File: src/rtl/actor_motion_pkg.sv
// meikyuu_pkg: shared constants and encodings for the maze actor.
// VGA timing constants, direction encoding, actor FSM state encoding and
// the direction-priority helpers used by actor_motion.
package meikyuu_pkg;

    // 640x480 VGA horizontal timing: sync, back porch, active, front porch
    localparam int H_SYNC   = 96;
    localparam int H_BACK   = 48;
    localparam int H_ACT    = 640;
    localparam int H_FRONT  = 16;
    // 640x480 VGA vertical timing
    localparam int V_SYNC   = 2;
    localparam int V_BACK   = 33;
    localparam int V_ACT    = 480;
    localparam int V_FRONT  = 10;

    typedef enum logic [1:0] {
        DIR_UP    = 2'd0,
        DIR_DOWN  = 2'd1,
        DIR_LEFT  = 2'd2,
        DIR_RIGHT = 2'd3
    } dir_t;

    typedef enum logic [1:0] {
        ST_IDLE    = 2'd0,
        ST_MOVE    = 2'd1,
        ST_BLOCKED = 2'd2,
        ST_SETTLE  = 2'd3
    } actor_state_t;

    // Single-axis priority: left > down > up > right (inputs active-high)
    function automatic dir_t pick_dir(input logic up, input logic down,
                                      input logic left, input logic right);
        dir_t d;
        if (left)       d = DIR_LEFT;
        else if (down)  d = DIR_DOWN;
        else if (up)    d = DIR_UP;
        else if (right) d = DIR_RIGHT;
        else            d = DIR_UP;
        return d;
    endfunction

    // Diagonal mode: report the horizontal component first
    function automatic dir_t pick_dir_diag(input logic up, input logic down,
                                           input logic left, input logic right);
        dir_t d;
        if (left)       d = DIR_LEFT;
        else if (right) d = DIR_RIGHT;
        else if (down)  d = DIR_DOWN;
        else if (up)    d = DIR_UP;
        else            d = DIR_UP;
        return d;
    endfunction

endpackage

File: src/rtl/actor_motion_if.sv
// actor_motion_if: buttons/collision in, position/room/status out.
// master = button synchroniser / collision side, slave = actor_motion.
interface actor_motion_if #(
    parameter int MAP_BITS = 3
);
    logic                btn_up;
    logic                btn_down;
    logic                btn_left;
    logic                btn_right;
    logic                collision;
    logic [9:0]          x_pos;
    logic [9:0]          y_pos;
    logic [MAP_BITS-1:0] mapa_x;
    logic [MAP_BITS-1:0] mapa_y;
    logic [1:0]          dir;
    logic                moving;
    logic                room_change;

    modport master (
        output btn_up, btn_down, btn_left, btn_right, collision,
        input  x_pos, y_pos, mapa_x, mapa_y, dir, moving, room_change
    );

    modport slave (
        input  btn_up, btn_down, btn_left, btn_right, collision,
        output x_pos, y_pos, mapa_x, mapa_y, dir, moving, room_change
    );
endinterface

File: src/rtl/actor_motion_step_timer.sv
// actor_step_timer: free-running step counter for held buttons.
// Counts while enabled, wraps at STEP_PERIOD-1 and flags that cycle on o_tick.
module actor_step_timer #(
    parameter int STEP_PERIOD = 150000
) (
    input  logic i_clk,
    input  logic i_rst,
    input  logic i_clr,
    input  logic i_en,
    output logic o_tick
);
    localparam int CW = $clog2(STEP_PERIOD);
    localparam logic [CW-1:0] LAST = CW'(STEP_PERIOD - 1);

    logic [CW-1:0] r_cnt;

    assign o_tick = i_en && (r_cnt == LAST);

    // Step counter: clear has priority, wrap on tick, else count when enabled
    always_ff @(posedge i_clk or posedge i_rst) begin
        if (i_rst)        r_cnt <= {CW{1'b0}};
        else if (i_clr)   r_cnt <= {CW{1'b0}};
        else if (o_tick)  r_cnt <= {CW{1'b0}};
        else if (i_en)    r_cnt <= r_cnt + CW'(1);
        else              r_cnt <= r_cnt;
    end
endmodule

File: src/rtl/actor_motion.sv
// actor_motion: maze actor movement controller.
// Optional feature macro: ACTOR_DIAGONAL_EN (two orthogonal buttons step
// both axes on the same tick). Undefined: single axis, left>down>up>right.
module actor_motion
    import meikyuu_pkg::*;
#(
    parameter int H_START     = H_SYNC + H_BACK - H_FRONT,
    parameter int V_START     = V_SYNC + V_BACK,
    parameter int H_ACTIVE    = H_ACT,
    parameter int V_ACTIVE    = V_ACT,
    parameter int SPRITE      = 16,
    parameter int STEP_PERIOD = 150000,
    parameter int STEP_PX     = 1,
    parameter int MAP_BITS    = 3,
    parameter int START_X     = 455,
    parameter int START_Y     = 266,
    parameter int START_MX    = 0,
    parameter int START_MY    = 7,
    parameter int SETTLE      = 2
) (
    input  logic           CLOCK_25,
    input  logic           reset,
    actor_motion_if.slave  bus
);
    localparam logic [10:0] X_MIN = 11'(H_START);
    localparam logic [10:0] X_MAX = 11'(H_START + H_ACTIVE - SPRITE);
    localparam logic [10:0] Y_MIN = 11'(V_START);
    localparam logic [10:0] Y_MAX = 11'(V_START + V_ACTIVE - SPRITE);
    localparam logic [10:0] STEP  = 11'(STEP_PX);
    localparam int          SW    = $clog2(SETTLE + 1);

    actor_state_t        r_state, w_state_nxt;
    logic [9:0]          r_x, r_y, r_px, r_py, w_x_nxt, w_y_nxt, w_px_nxt, w_py_nxt;
    logic [MAP_BITS-1:0] r_mx, r_my, w_mx_nxt, w_my_nxt;
    dir_t                r_dir, w_dir_nxt, w_dir_req;
    logic                r_moving, r_room_change, w_rc_nxt;
    logic [SW-1:0]       r_settle, w_settle_nxt;
    logic                w_tick, w_tmr_clr, w_any;
    logic                w_go_l, w_go_r, w_go_u, w_go_d;
    logic [10:0]         w_x_dec, w_x_inc, w_y_dec, w_y_inc;
    logic                w_wrap_l, w_wrap_r, w_wrap_u, w_wrap_d;
    logic [9:0]          w_x_step, w_y_step;

    actor_step_timer #(.STEP_PERIOD(STEP_PERIOD)) u_timer (
        .i_clk  (CLOCK_25),
        .i_rst  (reset),
        .i_clr  (w_tmr_clr),
        .i_en   (r_state == ST_MOVE),
        .o_tick (w_tick)
    );

    assign w_any = ~bus.btn_up | ~bus.btn_down | ~bus.btn_left | ~bus.btn_right;

    // Requested direction and which axes the next step drives
    always_comb begin
`ifdef ACTOR_DIAGONAL_EN
        w_dir_req = pick_dir_diag(~bus.btn_up, ~bus.btn_down, ~bus.btn_left, ~bus.btn_right);
        w_go_l    = ~bus.btn_left;
        w_go_r    = ~bus.btn_right & bus.btn_left;
        w_go_d    = ~bus.btn_down;
        w_go_u    = ~bus.btn_up & bus.btn_down;
`else
        w_dir_req = pick_dir(~bus.btn_up, ~bus.btn_down, ~bus.btn_left, ~bus.btn_right);
        w_go_l    = (r_dir == DIR_LEFT);
        w_go_r    = (r_dir == DIR_RIGHT);
        w_go_d    = (r_dir == DIR_DOWN);
        w_go_u    = (r_dir == DIR_UP);
`endif
    end

    // 11-bit step arithmetic so an underflow past the left/top edge is visible
    always_comb begin
        w_x_dec  = {1'b0, r_x} - STEP;
        w_x_inc  = {1'b0, r_x} + STEP;
        w_y_dec  = {1'b0, r_y} - STEP;
        w_y_inc  = {1'b0, r_y} + STEP;
        w_wrap_l = w_go_l && (w_x_dec[10] || (w_x_dec < X_MIN));
        w_wrap_r = w_go_r && (w_x_inc > X_MAX);
        w_wrap_u = w_go_u && (w_y_dec[10] || (w_y_dec < Y_MIN));
        w_wrap_d = w_go_d && (w_y_inc > Y_MAX);
        if (w_go_l)      w_x_step = w_wrap_l ? X_MAX[9:0] : w_x_dec[9:0];
        else if (w_go_r) w_x_step = w_wrap_r ? X_MIN[9:0] : w_x_inc[9:0];
        else             w_x_step = r_x;
        if (w_go_u)      w_y_step = w_wrap_u ? Y_MAX[9:0] : w_y_dec[9:0];
        else if (w_go_d) w_y_step = w_wrap_d ? Y_MIN[9:0] : w_y_inc[9:0];
        else             w_y_step = r_y;
    end

    // Next-state and next-datapath logic for the actor FSM
    always_comb begin
        w_state_nxt  = r_state;
        w_x_nxt      = r_x;
        w_y_nxt      = r_y;
        w_px_nxt     = r_px;
        w_py_nxt     = r_py;
        w_mx_nxt     = r_mx;
        w_my_nxt     = r_my;
        w_dir_nxt    = r_dir;
        w_rc_nxt     = 1'b0;
        w_settle_nxt = r_settle;
        w_tmr_clr    = (r_state != ST_MOVE);
        case (r_state)
            ST_IDLE: begin
                if (w_any) begin
                    w_state_nxt = ST_MOVE;
                    w_dir_nxt   = w_dir_req;
                    w_px_nxt    = r_x;
                    w_py_nxt    = r_y;
                end else begin
                    w_state_nxt = ST_IDLE;
                end
            end
            ST_MOVE: begin
                if (bus.collision) begin
                    // rollback beats any step due on this edge
                    w_x_nxt     = r_px;
                    w_y_nxt     = r_py;
                    w_state_nxt = ST_BLOCKED;
                end else if (!w_any) begin
                    w_state_nxt = ST_IDLE;
                    w_tmr_clr   = 1'b1;
                end else if (w_dir_req != r_dir) begin
                    w_dir_nxt   = w_dir_req;
                    w_tmr_clr   = 1'b1;
                end else if (w_tick) begin
                    w_px_nxt = r_x;
                    w_py_nxt = r_y;
                    w_x_nxt  = w_x_step;
                    w_y_nxt  = w_y_step;
                    if (w_wrap_l || w_wrap_r || w_wrap_u || w_wrap_d) begin
                        if (w_wrap_l)      w_mx_nxt = r_mx - MAP_BITS'(1);
                        else if (w_wrap_r) w_mx_nxt = r_mx + MAP_BITS'(1);
                        else               w_mx_nxt = r_mx;
                        if (w_wrap_u)      w_my_nxt = r_my - MAP_BITS'(1);
                        else if (w_wrap_d) w_my_nxt = r_my + MAP_BITS'(1);
                        else               w_my_nxt = r_my;
                        w_rc_nxt     = 1'b1;
                        w_settle_nxt = {SW{1'b0}};
                        w_state_nxt  = ST_SETTLE;
                    end else begin
                        w_state_nxt = ST_MOVE;
                    end
                end else begin
                    w_state_nxt = ST_MOVE;
                end
            end
            ST_BLOCKED: begin
                if (!w_any) begin
                    w_state_nxt = ST_IDLE;
                end else if (w_dir_req != r_dir) begin
                    w_state_nxt = ST_MOVE;
                    w_dir_nxt   = w_dir_req;
                    w_px_nxt    = r_x;
                    w_py_nxt    = r_y;
                end else begin
                    w_state_nxt = ST_BLOCKED;
                end
            end
            ST_SETTLE: begin
                // collision deliberately ignored while the new room settles
                if (r_settle == SW'(SETTLE - 1)) begin
                    if (w_any) begin
                        w_state_nxt = ST_MOVE;
                        w_dir_nxt   = w_dir_req;
                        w_px_nxt    = r_x;
                        w_py_nxt    = r_y;
                    end else begin
                        w_state_nxt = ST_IDLE;
                    end
                end else begin
                    w_settle_nxt = r_settle + SW'(1);
                end
            end
            default: begin
                w_state_nxt = ST_IDLE;
            end
        endcase
    end

    // State and registered outputs
    always_ff @(posedge CLOCK_25 or posedge reset) begin
        if (reset) begin
            r_state       <= ST_IDLE;
            r_x           <= 10'(START_X);
            r_y           <= 10'(START_Y);
            r_px          <= 10'(START_X);
            r_py          <= 10'(START_Y);
            r_mx          <= MAP_BITS'(START_MX);
            r_my          <= MAP_BITS'(START_MY);
            r_dir         <= DIR_UP;
            r_moving      <= 1'b0;
            r_room_change <= 1'b0;
            r_settle      <= {SW{1'b0}};
        end else begin
            r_state       <= w_state_nxt;
            r_x           <= w_x_nxt;
            r_y           <= w_y_nxt;
            r_px          <= w_px_nxt;
            r_py          <= w_py_nxt;
            r_mx          <= w_mx_nxt;
            r_my          <= w_my_nxt;
            r_dir         <= w_dir_nxt;
            r_moving      <= (w_state_nxt == ST_MOVE);
            r_room_change <= w_rc_nxt;
            r_settle      <= w_settle_nxt;
        end
    end

    assign bus.x_pos       = r_x;
    assign bus.y_pos       = r_y;
    assign bus.mapa_x      = r_mx;
    assign bus.mapa_y      = r_my;
    assign bus.dir         = r_dir;
    assign bus.moving      = r_moving;
    assign bus.room_change = r_room_change;
endmodule

File: src/flat_wrapper.sv
// flat-port wrapper written by rule: the top's interface ports become plain ports
module actor_motion_flat import meikyuu_pkg::*;
#(
    parameter int H_START     = H_SYNC + H_BACK - H_FRONT,
    parameter int V_START     = V_SYNC + V_BACK,
    parameter int H_ACTIVE    = H_ACT,
    parameter int V_ACTIVE    = V_ACT,
    parameter int SPRITE      = 16,
    parameter int STEP_PERIOD = 150000,
    parameter int STEP_PX     = 1,
    parameter int MAP_BITS    = 3,
    parameter int START_X     = 455,
    parameter int START_Y     = 266,
    parameter int START_MX    = 0,
    parameter int START_MY    = 7,
    parameter int SETTLE      = 2
)
  (CLOCK_25, reset, bus_btn_up, bus_btn_down, bus_btn_left, bus_btn_right, bus_collision, bus_x_pos, bus_y_pos, bus_mapa_x, bus_mapa_y, bus_dir, bus_moving, bus_room_change);
  actor_motion_if #(.MAP_BITS(MAP_BITS)) bus_i ();
  input  logic CLOCK_25;
  input  logic reset;
  input wire logic [$bits(bus_i.btn_up)-1:0] bus_btn_up;
  input wire logic [$bits(bus_i.btn_down)-1:0] bus_btn_down;
  input wire logic [$bits(bus_i.btn_left)-1:0] bus_btn_left;
  input wire logic [$bits(bus_i.btn_right)-1:0] bus_btn_right;
  input wire logic [$bits(bus_i.collision)-1:0] bus_collision;
  output wire logic [$bits(bus_i.x_pos)-1:0] bus_x_pos;
  output wire logic [$bits(bus_i.y_pos)-1:0] bus_y_pos;
  output wire logic [$bits(bus_i.mapa_x)-1:0] bus_mapa_x;
  output wire logic [$bits(bus_i.mapa_y)-1:0] bus_mapa_y;
  output wire logic [$bits(bus_i.dir)-1:0] bus_dir;
  output wire logic [$bits(bus_i.moving)-1:0] bus_moving;
  output wire logic [$bits(bus_i.room_change)-1:0] bus_room_change;
  assign bus_i.btn_up = bus_btn_up;
  assign bus_i.btn_down = bus_btn_down;
  assign bus_i.btn_left = bus_btn_left;
  assign bus_i.btn_right = bus_btn_right;
  assign bus_i.collision = bus_collision;
  assign bus_x_pos = bus_i.x_pos;
  assign bus_y_pos = bus_i.y_pos;
  assign bus_mapa_x = bus_i.mapa_x;
  assign bus_mapa_y = bus_i.mapa_y;
  assign bus_dir = bus_i.dir;
  assign bus_moving = bus_i.moving;
  assign bus_room_change = bus_i.room_change;
  actor_motion #(.H_START(H_START), .V_START(V_START), .H_ACTIVE(H_ACTIVE), .V_ACTIVE(V_ACTIVE), .SPRITE(SPRITE), .STEP_PERIOD(STEP_PERIOD), .STEP_PX(STEP_PX), .MAP_BITS(MAP_BITS), .START_X(START_X), .START_Y(START_Y), .START_MX(START_MX), .START_MY(START_MY), .SETTLE(SETTLE)) u_core (.CLOCK_25(CLOCK_25), .reset(reset), .bus(bus_i));
endmodule
File: config.mk
export PLATFORM = sky130hd
export DESIGN_NAME = actor_motion_flat
export DESIGN_NICKNAME = d
export VERILOG_FILES = /design/src/rtl/actor_motion_pkg.sv /design/src/rtl/actor_motion_if.sv /design/src/rtl/actor_motion_step_timer.sv /design/src/rtl/actor_motion.sv /design/src/flat_wrapper.sv
export SDC_FILE = /design/constraint.sdc
export NUM_CORES = 1
export LEC_CHECK = 0
export BUFFER_PORTS_ARGS = -buffer_cell sky130_fd_sc_hd__buf_2
export CAP_MARGIN = 20
export CELL_PAD_IN_SITES_DETAIL_PLACEMENT = 1
export CELL_PAD_IN_SITES_GLOBAL_PLACEMENT = 1
export CORE_ASPECT_RATIO = 1.25
export CORE_MARGIN = 4
export CORE_UTILIZATION = 30
export DETAILED_ROUTE_END_ITERATION = 10
export GPL_ROUTABILITY_DRIVEN = 0
export GPL_TIMING_DRIVEN = 0
export PLACE_DENSITY_LB_ADDON = 0.08
export SLEW_MARGIN = 10
export SYNTH_ARGS = -nofsm -noshare
export SYNTH_HDL_FRONTEND = slang
export SYNTH_SLANG_ARGS = --single-unit
File: constraint.sdc
create_clock -name CLOCK_25 -period 3.55 [get_ports CLOCK_25]
set_clock_uncertainty 0.2 [all_clocks]
set_input_delay 0.5325 -clock CLOCK_25 [delete_from_list [all_inputs] [get_ports CLOCK_25]]
set_output_delay 0.5325 -clock CLOCK_25 [all_outputs]
set_load 0.005 [all_outputs]
Word-level counts from Yosys, hierarchy flattened
Index checks and enable logic that the tools add are counted.

Register bits: 72. Input bits: 7. Word-level logic and storage cells: 161.

Equal/unequal tests: 21. Reductions and logical operators: 27. Bitwise gates (word level): 9. $lt $le $gt $ge: 4. Muxes and demuxes: 78. Add/subtract/negate cells: 10.

Operators with widths (number): 2-to-1 mux 10 bit (32); case mux 10 bit (4 select lines) (2); 2-to-1 mux 18 bit (3); 2-to-1 mux 2 bit (23); AND reduction 7 bit (4); adder 10 x 1 -> 11 bit, second input constant (2); subtractor 10 x 1 -> 11 bit, second input constant (2); adder 18 x 1 -> 18 bit, second input constant (1); == test 18 bit, second input constant (1); case mux 2 bit (4 select lines) (2); != test 2 x 1 -> 1 bit, second input constant (7); 2-to-1 mux 3 bit (4); > comparator 11 x 10 -> 1 bit, second input constant (1); > comparator 11 x 9 -> 1 bit, second input constant (1); less-than comparator 11 x 6 -> 1 bit, second input constant (1); less-than comparator 11 x 8 -> 1 bit, second input constant (1); 2-to-1 mux 1 bit (11); AND reduction 5 bit (2); nonzero test 2 bit (5); nonzero test 3 bit (3); == test 2 x 1 -> 1 bit, second input constant (4); == test 2 bit, second input constant (4); != test 2 bit, second input constant (4); adder 3 x 1 -> 3 bit, second input constant (2); 10 further kinds (27).

Depth between registers and ports, before layout
Gate-level depths: netlist of the first run.

Word-level depth: 14. Mapped depth: 13. Depth with buffers taken out: 11.

Cells and area by module
From an unflattened synthesis of the first run, not the netlist that was laid out.

Cells, all modules: 603. Area, all modules: 5267.6 sq um.

Modules (own cells, without submodules): actor_motion (cells each 492, area an instance 4271.6 sq um, instances 1); actor_step_timer (cells each 111, area an instance 996.0 sq um, instances 1).

Worst setup path after synthesis of the first run
No wires, ideal clock.

Kind: reg-to-reg. Start point: register u_core.r_y[1] (netlist: u_core.bus.y_pos[1]). End point: register u_core.r_settle[0]. Cell stages (with the launch flop): 13. Required time: 3.224 ns. Slack: 0.602 ns. Arrival time: 2.622 ns. Library setup time: 0.126 ns. Cells stage by stage: dfstp_2 > buf_2 > inv_1 > ha_1 > o21ba_2 > a31oi_1 > nor3_1 > a21o_1 > inv_2 > o41a_1 > a21oi_2 > nand2b_1 > a221o_1.

Cells in the longest elaborated chain, start to end: 8. Elaborated cells on any way between the ends: 11.

Ends and longest elaborated chain: from (decl) (RTL line actor_motion.sv:33) `logic [9:0] r_x, r_y, r_px, r_py, w_x_nxt, w_y_nxt, w_px_nxt, w_py_nxt;`; from (signal assigned) (RTL line actor_motion.sv:185) `r_y <= 10'(START_Y);`; from (signal assigned) (RTL line actor_motion.sv:197) `r_y <= w_y_nxt;`; subtractor 10 x 1 -> 11 bit (RTL line actor_motion.sv:75) `w_y_dec = {1'b0, r_y} - STEP;`; less-than comparator 11 x 6 -> 1 bit (RTL line actor_motion.sv:79) `w_wrap_u = w_go_u && (w_y_dec[10] || (w_y_dec < Y_MIN));`; logical OR 1 bit (RTL line actor_motion.sv:79); logical AND 1 bit (RTL line actor_motion.sv:79); logical OR 1 bit (RTL line actor_motion.sv:130) `if (w_wrap_l || w_wrap_r || w_wrap_u || w_wrap_d) begin`; logical OR 1 bit * (RTL line actor_motion.sv:130); != test 2 x 1 -> 1 bit (no source line) *; AND reduction 7 bit (no source line) *; to (signal assigned) (RTL line actor_motion.sv:193) `r_settle <= {SW{1'b0}};`; to (signal assigned) (RTL line actor_motion.sv:205) `r_settle <= w_settle_nxt;`; to (decl) (RTL line actor_motion.sv:37) `logic [SW-1:0] r_settle, w_settle_nxt;`.

Every way passes the cells marked *; elsewhere a longest branch is shown, timed or not. A chain may end at the register's enable or synchronous reset.

Final worst setup path of the first run
Same ends and word-level chain as after synthesis.

==> run summary, run 1 <==
### Die
• I/O Pins: 37
• DIE HEIGHT: 151 um
• full die area: 18400 um2
• initial core utilization: 31.0%
• die outline width: 122 um
• # rows: 51
• Core Region: 15800 um2

### CTS
• CTS tree: done
• number of clock sinks: 72
• TritonCTS Buffers: 9
• number of H-tree levels: 3
• maximum buffer depth of the clock tree: 2
• buffer type at the clock tree root: sky130_fd_sc_hd__clkbuf_16
• worst-skew pair later-pin latency: 340 ps
• CTS hold repair buffers: 0
• clock-pin slew on the worst setup and hold paths: 70 ps

### Placement
• quantity of I/O buffers inserted on ports: 34
• placed instance area: 5340 um2
• placed wire-length estimate: 11900 um
• worst slack after detailed placement: -48.1 ps

### STA
• final hold vios: 0
• Period Utilization, post-route: 93.6%
• final count of pins violating max slew: 0
• Final min period: 3320 ps
• Peak Freq: 301 MHz
• worst path setup slack after routing: 226 ps
• final setup violation count: 0
• relative slew slack: 43.7%
• measured slew at the worst slew-check pin: 845 ps
• RSZ-0062 raised after global routing: false

### Global route
• largest net degree at the start of global routing: 38
• global-route wire length before repair: 26500 um
• grt met3 use: 3.49%
• number of global-route vias before repair: 4945
• GRT busiest layer: met2
• GRT met1 Usage: 21.7%
• met2 routing resource usage after global routing: 34.2%
• antenna violations before repair: 0
• aggregate global-route resource usage: 18.5%
• final global-route overflow total: 0

### Logic synthesis
• most instantiated flip-flop cell in the synthesis netlist: sky130_fd_sc_hd__dfrtp_1
• unique cell type count in the Yosys netlist: 72
• Synthesized Nets: 599
• number of instances in the synthesized netlist: 578
• flop and latch count out of synthesis: 72
• fraction of registers with async set/reset: 100%
• Post-Syn Area per Cell: 8.45 um2
• EDFF count, synth: 0
• area of the mapped netlist: 4880 um2
• register area share after synthesis: 37.4%
• total of warnings raised by yosys: 0

### Layout
• fraction of final layout cells with drive strength greater than 1: 18.2%
• final-layout fill cell count: 1889
• commonest non-fill, non-tap cell in the layout: sky130_fd_sc_hd__nand2_1
• final-stage net count: 644
• ANT cells: 0
• synth-to-layout area growth: 16.6%
• post-route cell area: 5690 um2
• top library cells by usage in the layout, fill and taps aside: sky130_fd_sc_hd__nand2_1 (65), sky130_fd_sc_hd__nor2_1 (63), sky130_fd_sc_hd__dfrtp_1 (50)

### Power
• clock network fraction of design power: 19.2%
• register share of total power: 27.0%
• areal power density over the cells: 905 nW/um2
• fraction of power spent switching nets: 45.9%
• internal power consumption: 2780 uW
• Switching Power: 2370 uW
• static leakage: 0.00232 uW
• Peak VDD IR: 0.270 mV
• portion of total power attributed to combinational logic: 53.8%

### Worst setup path
• arrival time of data at the critical path endpoint: 3350 ps
• kind of end point of the critical path: flip-flop
• Required @ worst endpoint: 3570 ps
• largest fanout on the critical path: 9
• critical path class: flip-flop to flip-flop
• startpoint type of the worst setup path: flip-flop

### Detailed routing
• violation count after the first detailed-route iteration: 216
• Routed Antenna Nets: 0
• detailed-route vias per instance: 5.36
• Total Routed Length: 16200 um
• routed via count: 4501
• DRC: 0
• average wire per standard cell: 19.3 um
• drt first pass iters: 4

### Status
• run status: completed

### Hold path
• class of the tightest hold or removal check: primary input to asynchronous set/reset pin

### Job
• maxcap violations: 0

==> per-stage QoR <==
| stage | total power [uW] | instances | utilization, % | TNS (ps) | hold slack, ps |
|---|---|---|---|---|---|
| global placement | 4070 | 824 | 33.7 | -5060 | 242 |
| detailed placement | 4130 | 825 | 33.9 | -48.1 | 261 |
| CTS | 5160 | 842 | 35.9 | 0 | 39.4 |
| finish | 5150 | 840 | 36.1 | 0 | 17.9 |
| floorplan | 3230 | 578 | - | 0 | 224 |
| global route | 5560 | 840 | 36.1 | 0 | 51.3 |
==> kinds of logic (layout without fill, tap and decap cells) <==
kind of cell / Yosys count / count (layout) / synth area share [%]
AOI/OAI and AO/OA: 138 / 138 / 19.1
adders and majority gates: 14 / 14 / 3.90
muxes: 17 / 17 / 3.77
DFF: 72 / 72 / 37.4
buffers and inverters: 65 / 115 / 5.51
xor gates and xnor gates: 42 / 42 / 7.53
and+or+nand+nor: 230 / 230 / 22.8
==> power groups by stage <==
stage / logic, uW / registers [uW] / clock network, uW
2_1_floorplan: 1880 / 1350 / 0
3_5_place_dp: 2730 / 1400 / 0
4_1_cts: 2750 / 1390 / 1010
6_report: 2770 / 1390 / 990
3_3_place_gp: 2680 / 1380 / 0
5_1_grt: 3080 / 1430 / 1050
==> routing by layer <==
layer / up-vias / wire length [um]
li1: 2141 / -
met1: 2282 / 7060
met2: 61 / 8440
met3: 17 / 493
met4: 0 / 261
met5: - / 0
==> layout make-up <==
type                       count  area (um2)  share of cell area (%)
buffer                        36         165                    2.90
clock buffer                  11         233                    4.09
clock inverter                 5        81.3                    1.43
inverter                      27         104                    1.82
multi-input combinational    441        2820                    49.5
sequential                    72        1830                    32.1
tap                          212         265                    4.66
timing repair buffer          36         198                    3.47
==> cells in the mapped netlist, types with 3 or more instances <==
cell type | n | share of area, %
sky130_fd_sc_hd__nand2_1 | 66 | 5.1
sky130_fd_sc_hd__nor2_1 | 63 | 4.8
sky130_fd_sc_hd__dfrtp_1 | 51 | 26
sky130_fd_sc_hd__o21ai_0 | 34 | 3.5
sky130_fd_sc_hd__nand3_1 | 29 | 3.0
sky130_fd_sc_hd__inv_1 | 26 | 2.0
sky130_fd_sc_hd__xnor2_1 | 26 | 4.7
sky130_fd_sc_hd__clkbuf_1 | 24 | 1.8
sky130_fd_sc_hd__a21oi_1 | 23 | 2.4
sky130_fd_sc_hd__dfstp_2 | 21 | 11
sky130_fd_sc_hd__xor2_1 | 16 | 2.9
sky130_fd_sc_hd__nor3_1 | 14 | 1.4
sky130_fd_sc_hd__a31oi_1 | 12 | 1.5
sky130_fd_sc_hd__ha_1 | 12 | 3.1
sky130_fd_sc_hd__buf_2 | 11 | 1.1
sky130_fd_sc_hd__mux2_2 | 10 | 2.3
sky130_fd_sc_hd__and3_1 | 8 | 1.0
sky130_fd_sc_hd__o31ai_1 | 8 | 1.2
sky130_fd_sc_hd__a211oi_1 | 7 | 1.1
sky130_fd_sc_hd__a21o_1 | 7 | 1.1
sky130_fd_sc_hd__mux2i_1 | 6 | 1.2
sky130_fd_sc_hd__nand2b_1 | 6 | 0.77
sky130_fd_sc_hd__nand4_1 | 6 | 0.77
sky130_fd_sc_hd__or3_1 | 6 | 0.77
sky130_fd_sc_hd__a221o_1 | 5 | 1.0
sky130_fd_sc_hd__a221oi_1 | 4 | 0.72
sky130_fd_sc_hd__nor3b_1 | 4 | 0.62
sky130_fd_sc_hd__nor4_1 | 4 | 0.51
sky130_fd_sc_hd__o221ai_1 | 4 | 0.72
sky130_fd_sc_hd__o22ai_1 | 4 | 0.51
sky130_fd_sc_hd__and4_1 | 3 | 0.54
sky130_fd_sc_hd__nor2b_1 | 3 | 0.38
sky130_fd_sc_hd__o21ai_1 | 3 | 0.31
sky130_fd_sc_hd__or2_2 | 3 | 0.38
==> critical path: stages, from the launching register on <==
cell,delay [ps]
sky130_fd_sc_hd__dfstp_2,580
sky130_fd_sc_hd__ha_1,410
sky130_fd_sc_hd__nand3_1,300
sky130_fd_sc_hd__xnor2_1,210
sky130_fd_sc_hd__a211oi_2,200
sky130_fd_sc_hd__a2bb2oi_1,160
sky130_fd_sc_hd__o41a_1,480
sky130_fd_sc_hd__a21oi_2,210
sky130_fd_sc_hd__mux2i_1,90
sky130_fd_sc_hd__a221o_1,360
==> state kept, by name, summed over array words and instances (netlist names) <==
register,count
u_core.bus.dir,2
u_core.bus.mapa_x,3
u_core.bus.mapa_y,3
u_core.bus.moving,1
u_core.bus.room_change,1
u_core.bus.x_pos,10
u_core.bus.y_pos,10
u_core.r_px,10
u_core.r_py,10
u_core.r_settle,2
u_core.r_state,2
u_core.u_timer.r_cnt,18
==> what timing repair did <==
item | CTS | global route
setup endpoints to repair | 3 | 17
resized for setup | 1 | 8
setup buffers | 1 | 0
pin swaps | 0 | 0
==> final timing paths <==
path                                         startpoint                        to  slack, ps  cells after the start
min in group CLOCK_25           u_core.u_timer.r_cnt[0]   u_core.u_timer.r_cnt[0]        260                      1
worst max-delay path                u_core.bus.y_pos[1]        u_core.r_settle[0]        230                      9
worst min-delay path                              reset  u_core.u_timer.r_cnt[11]         20                      2
worst min register to register  u_core.u_timer.r_cnt[0]   u_core.u_timer.r_cnt[0]        260                      1
max in group asynchronous                         reset       u_core.bus.x_pos[2]       2480                      3
worst max register to register      u_core.bus.y_pos[1]        u_core.r_settle[0]        230                      9
Note: power is estimated with default switching activity, not from simulation.
==> run 2, diff against run 1 <==
Settings changed: ABC_AREA set to 1.
==> run 2 against run 1 <==
- die area decreased by 1.9%
- critical path depth increased by 5
- clock-buffer cell count down 1
- register-to-register slack improved by 270 ps
- synthesized area down 2.1%
- synthesized cell count is 14% higher
- worst hold slack got worse by 10 ps
- critical path type unchanged
==> run summary, run 2 <==
### Layout
• final-stage net count: 725, was 644
• final-layout fill cell count: 1961, was 1889
• max reg flops: 18, unchanged
• fin cells: 921, was 840
• top library cells by usage in the layout, fill and taps aside: sky130_fd_sc_hd__nand2_1 (148), sky130_fd_sc_hd__inv_1 (73), sky130_fd_sc_hd__nor2_1 (72), was sky130_fd_sc_hd__nand2_1 (65), sky130_fd_sc_hd__nor2_1 (63), sky130_fd_sc_hd__dfrtp_1 (50)
• synth-to-layout area growth: 16.9%, was 16.6%
• post-route cell area: 5590 um2, was 5690 um2
• Seq. cell area: 1830 um2, about the same
• ANT cells: 0, unchanged
• commonest non-fill, non-tap cell in the layout: sky130_fd_sc_hd__nand2_1, unchanged
• register with the most flip-flops: u_core.u_timer.r_cnt, unchanged
• fraction of final layout cells with drive strength greater than 1: 15.5%, was 18.2%
• area occupied by multi-input gates: 2580 um2, was 2820 um2

### Detailed routing
• Routed Antenna Nets: 0, unchanged
• violation count after the first detailed-route iteration: 202, was 216
• average wire per standard cell: 16.3 um, was 19.3 um
• routed via count: 4548, was 4501
• Total Routed Length: 15000 um, was 16200 um
• DRC: 0, unchanged
• detailed-route vias per instance: 4.94, was 5.36
• drt first pass iters: 4, unchanged

### Placement
• placed wire-length estimate: 11800 um, was 11900 um
• placed instance area: 5250 um2, was 5340 um2
• quantity of I/O buffers inserted on ports: 35, was 34
• number of placed instances with taps included: 905, was 825

### Worst setup path
• Most Frequent Cell on Critical Path: sky130_fd_sc_hd__nand2_1
• Required @ worst endpoint: 3580 ps, was 3570 ps
• slowest stage delay, CP: 620 ps, was 580 ps
• kind of end point of the critical path: flip-flop, unchanged
• endpoint of the lowest-slack register-to-register path: u_core.bus.mapa_x[2], was u_core.r_settle[0]
• cell with the biggest individual delay on the critical path: sky130_fd_sc_hd__dfstp_2, unchanged
• largest fanout on the critical path: 8, was 9
• critical path class: flip-flop to flip-flop, unchanged
• ordered cell list for the critical path: inv_1 > ha_1 > nand3_1 > nor2_1 > nand2_1 > nand2_1 > nor2_1 > nand3_1 > nand2_1 > nand2_2 > fa_1 > xor2_1 > nand3_1 > nand2_1, was ha_1 > nand3_1 > xnor2_1 > a211oi_2 > a2bb2oi_1 > o41a_1 > a21oi_2 > mux2i_1 > a221o_1
• Reg2Reg Depth: 14, was 9
• CP delay by family, top: simple AND/OR/NAND/NOR gates, was compound AO/OA/AOI/OAI gates
• crit path buf inv count: 1, was 0
• startpoint type of the worst setup path: flip-flop, unchanged
• arrival time of data at the critical path endpoint: 3080 ps, was 3350 ps
• startpoint of the lowest-slack register-to-register path: u_core.bus.x_pos[0], was u_core.bus.y_pos[1]
• flop-to-flop setup slack: 500 ps, was 230 ps

### STA
• final count of pins violating max slew: 0, unchanged
• worst hold slack after final layout: 7.72 ps, was 17.9 ps
• measured slew at the worst slew-check pin: 756 ps, was 845 ps
• Period Utilization, post-route: 86.0%, was 93.6%
• relative slew slack: 49.6%, was 43.7%
• Peak Freq: 328 MHz, was 301 MHz
• final hold vios: 0, unchanged
• Final min period: 3050 ps, was 3320 ps
• final setup violation count: 0, unchanged
• RSZ-0062 raised after global routing: false, unchanged

### CTS
• TritonCTS Buffers: 9, unchanged
• number of clock sinks: 72, unchanged
• cts repair resizes: 0, was 1
• worst-skew pair later-pin latency: 340 ps, about the same
• buffer type at the clock tree root: sky130_fd_sc_hd__clkbuf_16, unchanged
• maximum buffer depth of the clock tree: 2, unchanged
• clock-pin slew on the worst setup and hold paths: 60 ps, was 70 ps
• Post-CTS Setup Bufs: 0, was 1
• number of H-tree levels: 3, unchanged
• CTS tree: done, unchanged
• CTS hold repair buffers: 0, unchanged

### Die
• Core Region: 15600 um2, was 15800 um2
• # rows: 51, unchanged
• DIE HEIGHT: 149 um, was 151 um
• full die area: 18000 um2, was 18400 um2
• I/O Pins: 37, unchanged
• die outline width: 121 um, was 122 um
• initial core utilization: 30.6%, was 31.0%

### Logic synthesis
• Post-Syn Area per Cell: 7.28 um2, was 8.45 um2
• unique cell type count in the Yosys netlist: 43, was 72
• leading cell type by number of instances after synthesis: sky130_fd_sc_hd__nand2_1, unchanged
• number of instances in the synthesized netlist: 657, was 578
• register area share after synthesis: 38.2%, was 37.4%
• cell taking the most area after synthesis: sky130_fd_sc_hd__dfrtp_1, unchanged
• ranking of synthesized cells by instance count: sky130_fd_sc_hd__nand2_1 (148), sky130_fd_sc_hd__inv_1 (74), sky130_fd_sc_hd__nor2_1 (72), was sky130_fd_sc_hd__nand2_1 (66), sky130_fd_sc_hd__nor2_1 (63), sky130_fd_sc_hd__dfrtp_1 (51)
• fraction of registers with async set/reset: 100%, unchanged
• most instantiated flip-flop cell in the synthesis netlist: sky130_fd_sc_hd__dfrtp_1, unchanged
• EDFF count, synth: 0, unchanged
• area of the mapped netlist: 4780 um2, was 4880 um2
• Synth area leaders: sky130_fd_sc_hd__dfrtp_1 (27%), sky130_fd_sc_hd__nand2_1 (12%), sky130_fd_sc_hd__dfstp_2 (12%), sky130_fd_sc_hd__inv_1 (5.8%), sky130_fd_sc_hd__nor2_1 (5.7%), was sky130_fd_sc_hd__dfrtp_1 (26%), sky130_fd_sc_hd__dfstp_2 (11%), sky130_fd_sc_hd__nand2_1 (5.1%), sky130_fd_sc_hd__nor2_1 (4.8%), sky130_fd_sc_hd__xnor2_1 (4.7%)
• area share of the largest cell type after synthesis: 26.7%, was 26.1%
• flop and latch count out of synthesis: 72, unchanged
• total of warnings raised by yosys: 0, unchanged
• Synthesized Nets: 678, was 599

### Global route
• aggregate global-route resource usage: 17.7%, was 18.5%
• antenna violations before repair: 0, unchanged
• number of global-route vias before repair: 4896, was 4945
• final global-route overflow total: 0, unchanged
• global-route wire length before repair: 25300 um, was 26500 um
• largest net degree at the start of global routing: 42, was 38

### Power
• areal power density over the cells: 898 nW/um2, was 905 nW/um2
• overall power consumption: 5020 uW, was 5150 uW
• static leakage: 0.00252 uW, was 0.00232 uW
• Peak VDD IR: 0.342 mV, was 0.270 mV

### Job
• maxcap violations: 0, unchanged

### Status
• run status: completed, unchanged

### Hold path
• class of the tightest hold or removal check: primary input to asynchronous set/reset pin, unchanged

run 2: cell types whose count changed in the layout (fill, tap and decap cells not counted), moves of 8 or more:
cell                       delta
sky130_fd_sc_hd__mux2_2      -10
sky130_fd_sc_hd__o21ai_1     +21
sky130_fd_sc_hd__nand3_1     +19
sky130_fd_sc_hd__xnor2_1     -22
sky130_fd_sc_hd__nand4_1     +11
sky130_fd_sc_hd__clkbuf_1    -12
sky130_fd_sc_hd__nand2_1     +83
sky130_fd_sc_hd__nor2_1       +9
sky130_fd_sc_hd__o31ai_1      -8
sky130_fd_sc_hd__and3_1       -8
sky130_fd_sc_hd__inv_1       +48
run 2: layer usage:
layer / global-route usage [%] / up-vias / routed length [um]
li1: - / 2268 / -
met1: 21.1 / 2236 / 6510
met2: 32.8 / 35 / 8010
met3: 2.88 / 9 / 301
met4: 4.76 / 0 / 172
met5: 0 / - / 0
run 2: worst max path at each step:
stage | from | endpoint | slack, ps | depth (start not counted)
4_1_cts | u_core.bus.x_pos[0] | u_core.bus.mapa_x[2] | 470 | 14
3_5_place_dp | bus_btn_right | u_core.r_py[7] | 370 | 13
2_1_floorplan | u_core.bus.x_pos[0] | u_core.bus.mapa_x[2] | 960 | 14
6_report | u_core.bus.x_pos[0] | u_core.bus.mapa_x[2] | 500 | 14
3_3_place_gp | reset | u_core.bus.mapa_x[1] | -90 | 2
5_1_grt | u_core.bus.y_pos[0] | u_core.bus.mapa_y[1] | 200 | 15
run 2: stage by stage:
| step | utilization (%) | setup slack (ps) | setup TNS, ps |
|---|---|---|---|
| after floorplan | - | 963 | 0 |
| after global placement | 33.4 | -94.2 | -4500 |
| after detailed placement | 33.6 | 368 | 0 |
| after CTS | 35.8 | 469 | 0 |
| after global routing | 35.8 | 204 | 0 |
| final | 35.8 | 498 | 0 |
run 2: logic make-up (layout without fill, tap and decap cells):
kind of cell | Yosys count | after routing | synth area share [%]
buffers and inverters | 98 | 150 | 7.85
AO/OA/AOI/OAI | 123 | 123 | 14.8
AND/OR/NAND/NOR | 330 | 330 | 31.4
adder cells (fa/ha/maj) | 14 | 14 | 3.98
flip-flops | 72 | 72 | 38.2
XOR/XNOR | 20 | 20 | 3.66
run 2: power breakdown:
group          switching (uW)  internal [uW]
Clock                     357            684
Sequential                302           1170
Combinational            1700            796
Total                    2360           2650
run 2: cell type report:
type | instances | share of cell area (%)
well taps | 212 | 4.75
flip-flops and latches | 72 | 32.7
clock inverters | 6 | 1.93
clock buffers | 10 | 4.10
inverters | 80 | 5.42
multi-input cells | 487 | 46.1
plain buffers | 18 | 1.34
repair buffers | 36 | 3.63
run 2: worst reg2reg max path, stage by stage, from the launching register on:
cell,delay (ps)
sky130_fd_sc_hd__dfstp_2,620
sky130_fd_sc_hd__inv_1,180
sky130_fd_sc_hd__ha_1,310
sky130_fd_sc_hd__nand3_1,180
sky130_fd_sc_hd__nor2_1,60
sky130_fd_sc_hd__nand2_1,50
sky130_fd_sc_hd__nand2_1,60
sky130_fd_sc_hd__nor2_1,120
sky130_fd_sc_hd__nand3_1,80
sky130_fd_sc_hd__nand2_1,160
sky130_fd_sc_hd__nand2_2,170
sky130_fd_sc_hd__fa_1,430
sky130_fd_sc_hd__xor2_1,180
sky130_fd_sc_hd__nand3_1,90
sky130_fd_sc_hd__nand2_1,50
